==> src/rtl/digit_scan_pkg.sv <==
// Shared types and constants for the 4-digit 7-segment scan controller.
// Segment codes use bit i = segment i, 1 = lit (same table as the BCD decode stage).
package digit_scan_pkg;

  typedef enum logic {BLANK, DRIVE} scan_state_t;

  localparam int NUM_DIGITS = 4;

  localparam logic [7:0] SEG_ZERO = 8'b0011_1111;

  // Index n holds the pattern for decimal digit n.
  localparam logic [9:0][7:0] SEG_CODES = {
    8'h6F, 8'h7F, 8'h07, 8'h7D, 8'h6D,
    8'h66, 8'h4F, 8'h5B, 8'h06, 8'h3F
  };

endpackage

==> src/rtl/digit_scan_ctrl.sv <==
// Time-multiplexes one segment bus across four digits with blanking gaps and a frame strobe.
// Optional LEADING_ZERO_BLANK_EN suppresses leading zero digits (D0 is always shown).
module digit_scan_ctrl
  import digit_scan_pkg::*;
#(
  parameter int DWELL_CYC = 3000,
  parameter int BLANK_CYC = 16
) (
  input  logic       TIMER,
  input  logic       BUTTON_N,
  input  logic       EN,
  input  logic [7:0] D0,
  input  logic [7:0] D1,
  input  logic [7:0] D2,
  input  logic [7:0] D3,
  output logic [7:0] SEG,
  output logic [3:0] AN,
  output logic       FRAME
);

  localparam int MAX_CYC = (DWELL_CYC > BLANK_CYC) ? DWELL_CYC : BLANK_CYC;
  localparam int CNT_W   = (MAX_CYC > 1) ? $clog2(MAX_CYC) : 1;
  localparam logic [CNT_W-1:0] DWELL_LAST = CNT_W'(DWELL_CYC - 1);
  localparam logic [CNT_W-1:0] BLANK_LAST = CNT_W'(BLANK_CYC - 1);
  localparam logic [1:0]       LAST_IDX   = 2'(NUM_DIGITS - 1);

  if (DWELL_CYC < 2) begin : g_bad_dwell
    $error("digit_scan_ctrl: DWELL_CYC must be >= 2");
  end
  if (BLANK_CYC < 1) begin : g_bad_blank
    $error("digit_scan_ctrl: BLANK_CYC must be >= 1");
  end

  scan_state_t state, state_n;
  logic [1:0]  idx, idx_n;
  logic [CNT_W-1:0] cnt, cnt_n;
  logic        running;
  logic        capture;
  logic [NUM_DIGITS-1:0][7:0] snap, snap_n;
  logic [NUM_DIGITS-1:0]      suppress;
  logic [7:0]  seg_n;
  logic [3:0]  an_n;
  logic        frame_n;

  // A fresh snapshot is taken on the first enabled cycle and whenever digit 3 hands back to digit 0.
  always_comb begin
    state_n = state;
    idx_n   = idx;
    cnt_n   = cnt;
    capture = 1'b0;
    if (!EN) begin
      state_n = BLANK;
      idx_n   = 2'd0;
      cnt_n   = '0;
    end else begin
      capture = !running;
      unique case (state)
        BLANK: begin
          if (cnt == BLANK_LAST) begin
            state_n = DRIVE;
            cnt_n   = '0;
          end else begin
            cnt_n = cnt + CNT_W'(1);
          end
        end
        DRIVE: begin
          if (cnt == DWELL_LAST) begin
            state_n = BLANK;
            cnt_n   = '0;
            idx_n   = idx + 2'd1;
            if (idx == LAST_IDX) capture = 1'b1;
          end else begin
            cnt_n = cnt + CNT_W'(1);
          end
        end
        default: begin
          state_n = BLANK;
          cnt_n   = '0;
        end
      endcase
    end
  end

  assign snap_n = capture ? {D3, D2, D1, D0} : snap;

`ifdef LEADING_ZERO_BLANK_EN
  // A digit is dark only if it shows zero and every more significant digit is dark too.
  always_comb begin
    suppress    = '0;
    suppress[3] = (snap_n[3] == SEG_ZERO);
    suppress[2] = suppress[3] && (snap_n[2] == SEG_ZERO);
    suppress[1] = suppress[2] && (snap_n[1] == SEG_ZERO);
  end
`else
  assign suppress = '0;
`endif

  // Outputs are decoded from the next state so the registered pins line up with the FSM state.
  always_comb begin
    seg_n   = '0;
    an_n    = '0;
    frame_n = 1'b0;
    if (state_n == DRIVE) begin
      frame_n = (idx_n == LAST_IDX) && (cnt_n == DWELL_LAST);
      if (!suppress[idx_n]) begin
        an_n  = 4'b0001 << idx_n;
        seg_n = snap_n[idx_n];
      end
    end
  end

  always_ff @(posedge TIMER or negedge BUTTON_N) begin
    if (!BUTTON_N) begin
      state   <= BLANK;
      idx     <= 2'd0;
      cnt     <= '0;
      running <= 1'b0;
      snap    <= '0;
      SEG     <= '0;
      AN      <= '0;
      FRAME   <= 1'b0;
    end else begin
      state   <= state_n;
      idx     <= idx_n;
      cnt     <= cnt_n;
      running <= EN;
      snap    <= snap_n;
      SEG     <= seg_n;
      AN      <= an_n;
      FRAME   <= frame_n;
    end
  end

endmodule

==> config.mk <==
export PLATFORM = sky130hd
export DESIGN_NAME = digit_scan_ctrl
export DESIGN_NICKNAME = d
export VERILOG_FILES = /design/src/rtl/digit_scan_pkg.sv /design/src/rtl/digit_scan_ctrl.sv
export SDC_FILE = /design/constraint.sdc
export NUM_CORES = 1
export LEC_CHECK = 0
export CAP_MARGIN = 20
export CORE_MARGIN = 5
export CORE_UTILIZATION = 53
export DETAILED_ROUTE_END_ITERATION = 10
export PLACE_DENSITY = 0.89
export SYNTH_ARGS = -nofsm -noshare
export SYNTH_HDL_FRONTEND = slang
export SYNTH_SLANG_ARGS = --single-unit
==> constraint.sdc <==
create_clock -name TIMER -period 3 [get_ports TIMER]
set_clock_uncertainty 0.2 [all_clocks]
set_input_delay 0.3 -clock TIMER [delete_from_list [all_inputs] [get_ports TIMER]]
set_output_delay 0.3 -clock TIMER [all_outputs]
set_load 0.05 [all_outputs]
==> results of run 1 <==
cells in the mapped netlist (all sizes together):
cell type / count
ha: 2
o21ai: 11
mux2i: 4
nand2: 18
o2111a: 1
xor2: 3
nor4: 9
or3: 1
o211ai: 1
mux2: 2
nand4bb: 1
nor2: 22
o211a: 1
nor3: 2
inv: 6
nand4: 4
a31o: 7
nand3: 13
buf: 8
a211oi: 20
a21o: 23
or4: 5
and3: 22
o31ai: 1
nand2b: 1
a211o: 2
a31oi: 2
clkbuf: 9
a2111oi: 1
xnor2: 8
dfrtp: 61
nand4b: 2
and2: 1
nor2b: 5
o311ai: 1
worst paths after layout:
| kind | start | endpoint | slack [ns] | cells past startpoint |
|---|---|---|---|---|
| setup reg to reg | cnt[0] | SEG[0] | 0.22 | 6 |
| setup / recovery | cnt[0] | SEG[0] | 0.22 | 6 |
| hold reg to reg | snap[2] | snap[2] | 0.29 | 2 |
| max in group asynchronous | BUTTON_N | cnt[5] | 1.49 | 3 |
| hold / removal | BUTTON_N | snap[10] | 0.22 | 2 |
| min in group TIMER | snap[2] | snap[2] | 0.29 | 2 |
routing by layer:
metal | vias up | track usage
li1 | 1137 | -
met1 | 1230 | 0.286
met2 | 83 | 0.324
met3 | 11 | 0.0608
met4 | 0 | 0.0633
met5 | - | 0
per-stage QoR:
| step | instances | area, um^2 | hold slack (ns) | setup slack, ns | util |
|---|---|---|---|---|---|
| floorplan | 280 | 2960 | -0.196 | 0.390 | - |
| global placement | 393 | 3520 | 0.0527 | 0.404 | 0.643 |
| detailed placement | 393 | 3520 | 0.0510 | 0.281 | 0.643 |
| CTS | 410 | 3740 | 0.221 | 0.273 | 0.684 |
| global route | 410 | 3740 | 0.254 | 0.0496 | 0.684 |
| finish | 410 | 3740 | 0.220 | 0.216 | 0.684 |
worst max-delay path: stages (launching register included):
cell	delay, ns
dfrtp_1	0.41
ha_1	0.25
nand4b_2	0.19
nor4_2	0.76
o21ai_0	0.35
a31o_2	0.34
nor4_1	0.19
power by group:
group          total [mW]  switching, mW  internal [mW]
Sequential          0.896         0.0167          0.879
Combinational       0.195         0.0979         0.0974
Clock               0.798          0.330          0.468
Total                1.89          0.445           1.44
layout make-up:
type / instances / area, um^2
inverter: 6 / 22.5
fill: 432 / 1730
timing repair buffer: 59 / 558
clock buffer: 10 / 128
clock inverter: 6 / 87.6
tap: 72 / 90.1
sequential: 61 / 1530
multi-input combinational: 196 / 1330
sequential cells by signal (all words and copies together), names as in the netlist:
| signal | count |
|---|---|
| FRAME | 1 |
| snap | 32 |
| state | 1 |
| SEG | 8 |
| running | 1 |
| idx | 2 |
| cnt | 12 |
| AN | 4 |
logic make-up after synthesis:
group           Yosys count  synth area share
flops                    61             0.516
fa+ha+maj                 2           0.00846
compound gates           71             0.186
buf+inv                  23            0.0343
xor+xnor                 11            0.0326
mux                       6            0.0224
simple gates            106             0.201
layout by cell type (no fill, tap or decap), types with 3 or more instances in the layout:
master	instances
dfrtp_1	61
clkdlybuf4s50_1	46
a21o_1	23
nor2_1	22
and3_1	22
a211oi_1	20
nand2_1	18
nand3_1	13
buf_4	11
o21ai_0	10
clkbuf_8	9
nor4_1	8
xnor2_1	8
a31o_2	7
inv_1	6
nor2b_1	5
or4_1	4
nand4_1	4
mux2i_1	4
xor2_1	3
==> impl_metrics.json, run 1 <==
{
  "status": "completed",
  "routabilityCongestion": 0.864,
  "core-area_um2": 5470,
  "min_period_ns": 2.78,
  "drive_gt1_frac": 0.124,
  "wl_um": 7240,
  "hpwl_um": 4980,
  "yosys.area.top_type": "dfrtp_1",
  "die_width_um": 84.7,
  "postSynthAreaPerCell_um2": 10.6,
  "synth.ff_latch_count": 61,
  "grt_max_degree": 45,
  "cap_violations": 0,
  "post-route-period-util": 0.928,
  "holdBufCountCts": 1,
  "grt_pass1_vias": 2365,
  "synthDistinctLibCells": 43,
  "track_usage": 0.209,
  "antenna_found_initial": 0,
  "route.detailed.drc": 0,
  "crit_type": "reg2reg",
  "finalHoldViolations": 0,
  "grt_pass1_wl_um": 11800,
  "fmax_ghz": 0.359,
  "pwr_density_cell_nw_per_um2": 505,
  "wl_met1_um": 3040,
  "cts_tree": "done",
  "port-buffer-count": 47,
  "met2_wirelength_um": 3650,
  "p_leak_nw": 1.76,
  "die_area_um2": 7170,
  "tns_ns": 0,
  "synth_top_area_frac": 0.516,
  "drtAntennaViolNets": 0,
  "cts_setup_buffers": 0,
  "numCtsBuffers": 9,
  "area_delta_synth_final_pct": 26.5,
  "finalMaxSlewViolations": 0,
  "drtIter0Drc": 222,
  "slew_headroom": 0.444,
  "routed.top_layer": "met4",
  "wl_per_cell_um": 17.7,
  "dr_wl_met3_um": 450,
  "post_cts_resized": 0,
  "rows": 27,
  "vias_per_cell": 6.00,
  "worst-path-max-fanout": 9,
  "initial_utilization": 0.540,
  "syn_area_um2": 2960,
  "overflow": 0,
  "insertion_delay_ns": 0.34,
  "num-nets-final": 370,
  "clkSinkCount": 61,
  "synth.area.top_cells": "dfrtp_1 52%, a21o_1 5.8%, a211oi_1 5.1%, and3_1 4.7%, nor2_1 2.8%",
  "rsz0062_at_grt": "no",
  "vias": 2461,
  "syn_nets": 317,
  "startpoint_type": "flop",
  "cts_max_path_buffers": 2,
  "clk_pin_slew_ns": 0.07,
  "cp-end-kind": "flop",
  "fp.dieH_um": 84.7,
  "yosysWarnings": 0,
  "cts_max_level": 3,
  "required_ns": 3.03,
  "antennaDiodeCount": 0,
  "dr.pass1.iters": 4,
  "yosysSeqAreaShare": 0.516,
  "io_pins": 48,
  "synthCells": 280,
  "p_total_mw": 1.89,
  "worst_pin_slew_ns": 0.827,
  "hold_class": "in2async",
  "finalSetupViolations": 0,
  "cts_root_buf": "clkbuf_8",
  "cp.arrival_ns": 2.82,
  "ir_drop_v": 0.000383
}
Power figures use the tool's default switching activity.
==> run 2: changes to the inputs <==
--- a/config.mk
+++ b/config.mk
@@ -7,9 +7,10 @@
 export LEC_CHECK = 0
 export CAP_MARGIN = 20
 export CORE_MARGIN = 5
-export CORE_UTILIZATION = 53
+export CORE_UTILIZATION = 55
+export CTS_BUF_LIST = sky130_fd_sc_hd__clkbuf_4
 export DETAILED_ROUTE_END_ITERATION = 10
-export PLACE_DENSITY = 0.89
+export PLACE_DENSITY = 0.92
 export SYNTH_ARGS = -nofsm -noshare
 export SYNTH_HDL_FRONTEND = slang
 export SYNTH_SLANG_ARGS = --single-unit
==> run 2 against run 1 <==
  * Clock-buffer cell count is the same
  * Critical path type unchanged
  * First-iteration DRC count grew 27%
  * Maximum frequency shrank 0.61%
  * Via count shrank 0.33%
  * Design area shrank 2.9%
  * Power shrank 19%
  * Sequential share of layout area grew 1.2 points
==> impl_metrics.json, run 2 (synthesis gave the netlist of run 1 again) <==
{
  "overflow": 0,
  "cts_tree": "done",
  "cts_max_level": 3,
  "finalMaxSlewViolations": 0,
  "vias_per_cell": 6.01,
  "tns_ns": 0,
  "rows": 26,
  "cts_root_buf": "clkbuf_4",
  "core-area_um2": 5170,
  "wl_um": 6930,
  "antenna_found_initial": 0,
  "crit_buf_inv": 0,
  "hold_class": "in2async",
  "layout_common_cells": "61 x dfrtp_1, 46 x clkdlybuf4s50_1, 23 x a21o_1, 22 x nor2_1, 22 x and3_1",
  "r2r-end": "FRAME",
  "port-buffer-count": 47,
  "hpwl_um": 4950,
  "drtAntennaViolNets": 0,
  "cts_max_path_buffers": 2,
  "initial_utilization": 0.572,
  "grt_max_degree": 31,
  "cts_setup_buffers": 0,
  "final_common_cell": "dfrtp_1",
  "slowest_delay_ns": 0.55,
  "clk_pin_slew_ns": 0.09,
  "slew_headroom": 0.548,
  "wl_per_cell_um": 17.0,
  "dr.pass1.iters": 4,
  "die_width_um": 83.3,
  "timing.rr.start": "cnt[0]",
  "worst-path-max-fanout": 9,
  "largest_reg_flops": 32,
  "finalHoldViolations": 0,
  "reg2reg_slack_ns": 0.20,
  "route.detailed.drc": 0,
  "antennaDiodeCount": 0,
  "pwr_density_cell_nw_per_um2": 420,
  "status": "completed",
  "die_area_um2": 6940,
  "clkSinkCount": 61,
  "critical-path-top-delay-family": "simple AND/OR/NAND/NOR gates",
  "finalSetupViolations": 0,
  "crit_type": "reg2reg",
  "routabilityCongestion": 0.895,
  "cap_violations": 0,
  "cp-end-kind": "flop",
  "fmax_ghz": 0.357,
  "post-route-period-util": 0.934,
  "stdcell_count": 408,
  "rsz0062_at_grt": "no",
  "grt_pass1_vias": 2437,
  "post_cts_resized": 0,
  "track_usage": 0.210,
  "drive_gt1_frac": 0.121,
  "dp_cells": 393,
  "numCtsBuffers": 9,
  "holdBufCountCts": 1,
  "top_regs": "snap x32, cnt x12, SEG x8",
  "required_ns": 3.11,
  "fp.dieH_um": 83.3,
  "io_pins": 48,
  "grt_pass1_wl_um": 11600,
  "regMostFlops": "snap",
  "vias": 2453,
  "min_period_ns": 2.80,
  "area_delta_synth_final_pct": 22.8,
  "cp.arrival_ns": 2.91,
  "insertion_delay_ns": 0.41,
  "startpoint_type": "flop",
  "rr_worst_depth": 6,
  "path_cells": "ha_1 -> nand4b_2 -> or3_1 -> mux2_4 -> or4_4 -> a2111oi_4",
  "worst_pin_slew_ns": 0.675,
  "p_leak_nw": 1.72,
  "fill_cells": 377,
  "ir_drop_v": 0.000331,
  "num-nets-final": 372,
  "drtIter0Drc": 283,
  "cp_slowest_cell": "or4_4"
}
## run 2: stage by stage
step	utilization	instance area (um^2)	worst slack, ns	hold WS (ns)	total power, mW
after floorplan	-	2960	0.390	-0.196	1.01
final	0.702	3630	0.199	0.110	1.53
after global placement	0.682	3530	0.315	0.0176	1.09
after CTS	0.702	3630	0.211	0.113	1.53
after detailed placement	0.682	3530	0.231	0.0171	1.10
after global routing	0.702	3630	0.0961	0.152	1.60
## run 2: how the worst max path moves through the flow
stage | start | end | slack, ns | cells past startpoint
2_1_floorplan | cnt[0] | FRAME | 0.39 | 7
3_3_place_gp | cnt[0] | FRAME | 0.32 | 6
3_5_place_dp | cnt[0] | FRAME | 0.23 | 6
4_1_cts | cnt[0] | FRAME | 0.21 | 6
5_1_grt | cnt[0] | SEG[7] | 0.1 | 8
6_report | cnt[0] | FRAME | 0.20 | 6
## run 2: final cells by class
cell class | instances | area, um^2 | share of cell area
Sequential cell | 61 | 1530 | 0.420
Multi-Input combinational cell | 196 | 1330 | 0.366
Timing Repair Buffer | 61 | 573 | 0.158
Tap cell | 70 | 87.6 | 0.0241
Clock buffer | 10 | 75.1 | 0.0207
Inverter | 6 | 22.5 | 0.00620
Clock inverter | 4 | 17.5 | 0.00482
## run 2: layer usage
metal / vias to the layer above / GRT usage / wire length, um
met3: 17 / 0.0545 / 501
met2: 106 / 0.331 / 3320
met4: 0 / 0.0936 / 145
li1: 1139 / - / -
met5: - / 0 / 0
met1: 1191 / 0.272 / 2970
## run 2: report_power, final
group	total (mW)	switching [mW]	internal (mW)
clock network	0.437	0.274	0.162
registers	0.895	0.0165	0.878
logic	0.195	0.0968	0.0983
total	1.53	0.387	1.14
## run 2: worst reg2reg max path, cell delays in order (launching register included)
cell and delay, ns:
dfrtp_1 0.41, ha_1 0.23, nand4b_2 0.18, or3_1 0.52, mux2_4 0.42, or4_4 0.55
a2111oi_4 0.19
==> run 3: changes to the inputs <==
--- a/config.mk
+++ b/config.mk
@@ -9,6 +9,7 @@
 export CORE_MARGIN = 5
 export CORE_UTILIZATION = 55
 export CTS_BUF_LIST = sky130_fd_sc_hd__clkbuf_4
+export CTS_CLUSTER_DIAMETER = 50
 export DETAILED_ROUTE_END_ITERATION = 10
 export PLACE_DENSITY = 0.92
 export SYNTH_ARGS = -nofsm -noshare
==> results of run 3 <==
Same layout as run 2: the final DEF is identical, and so are final timing and power.
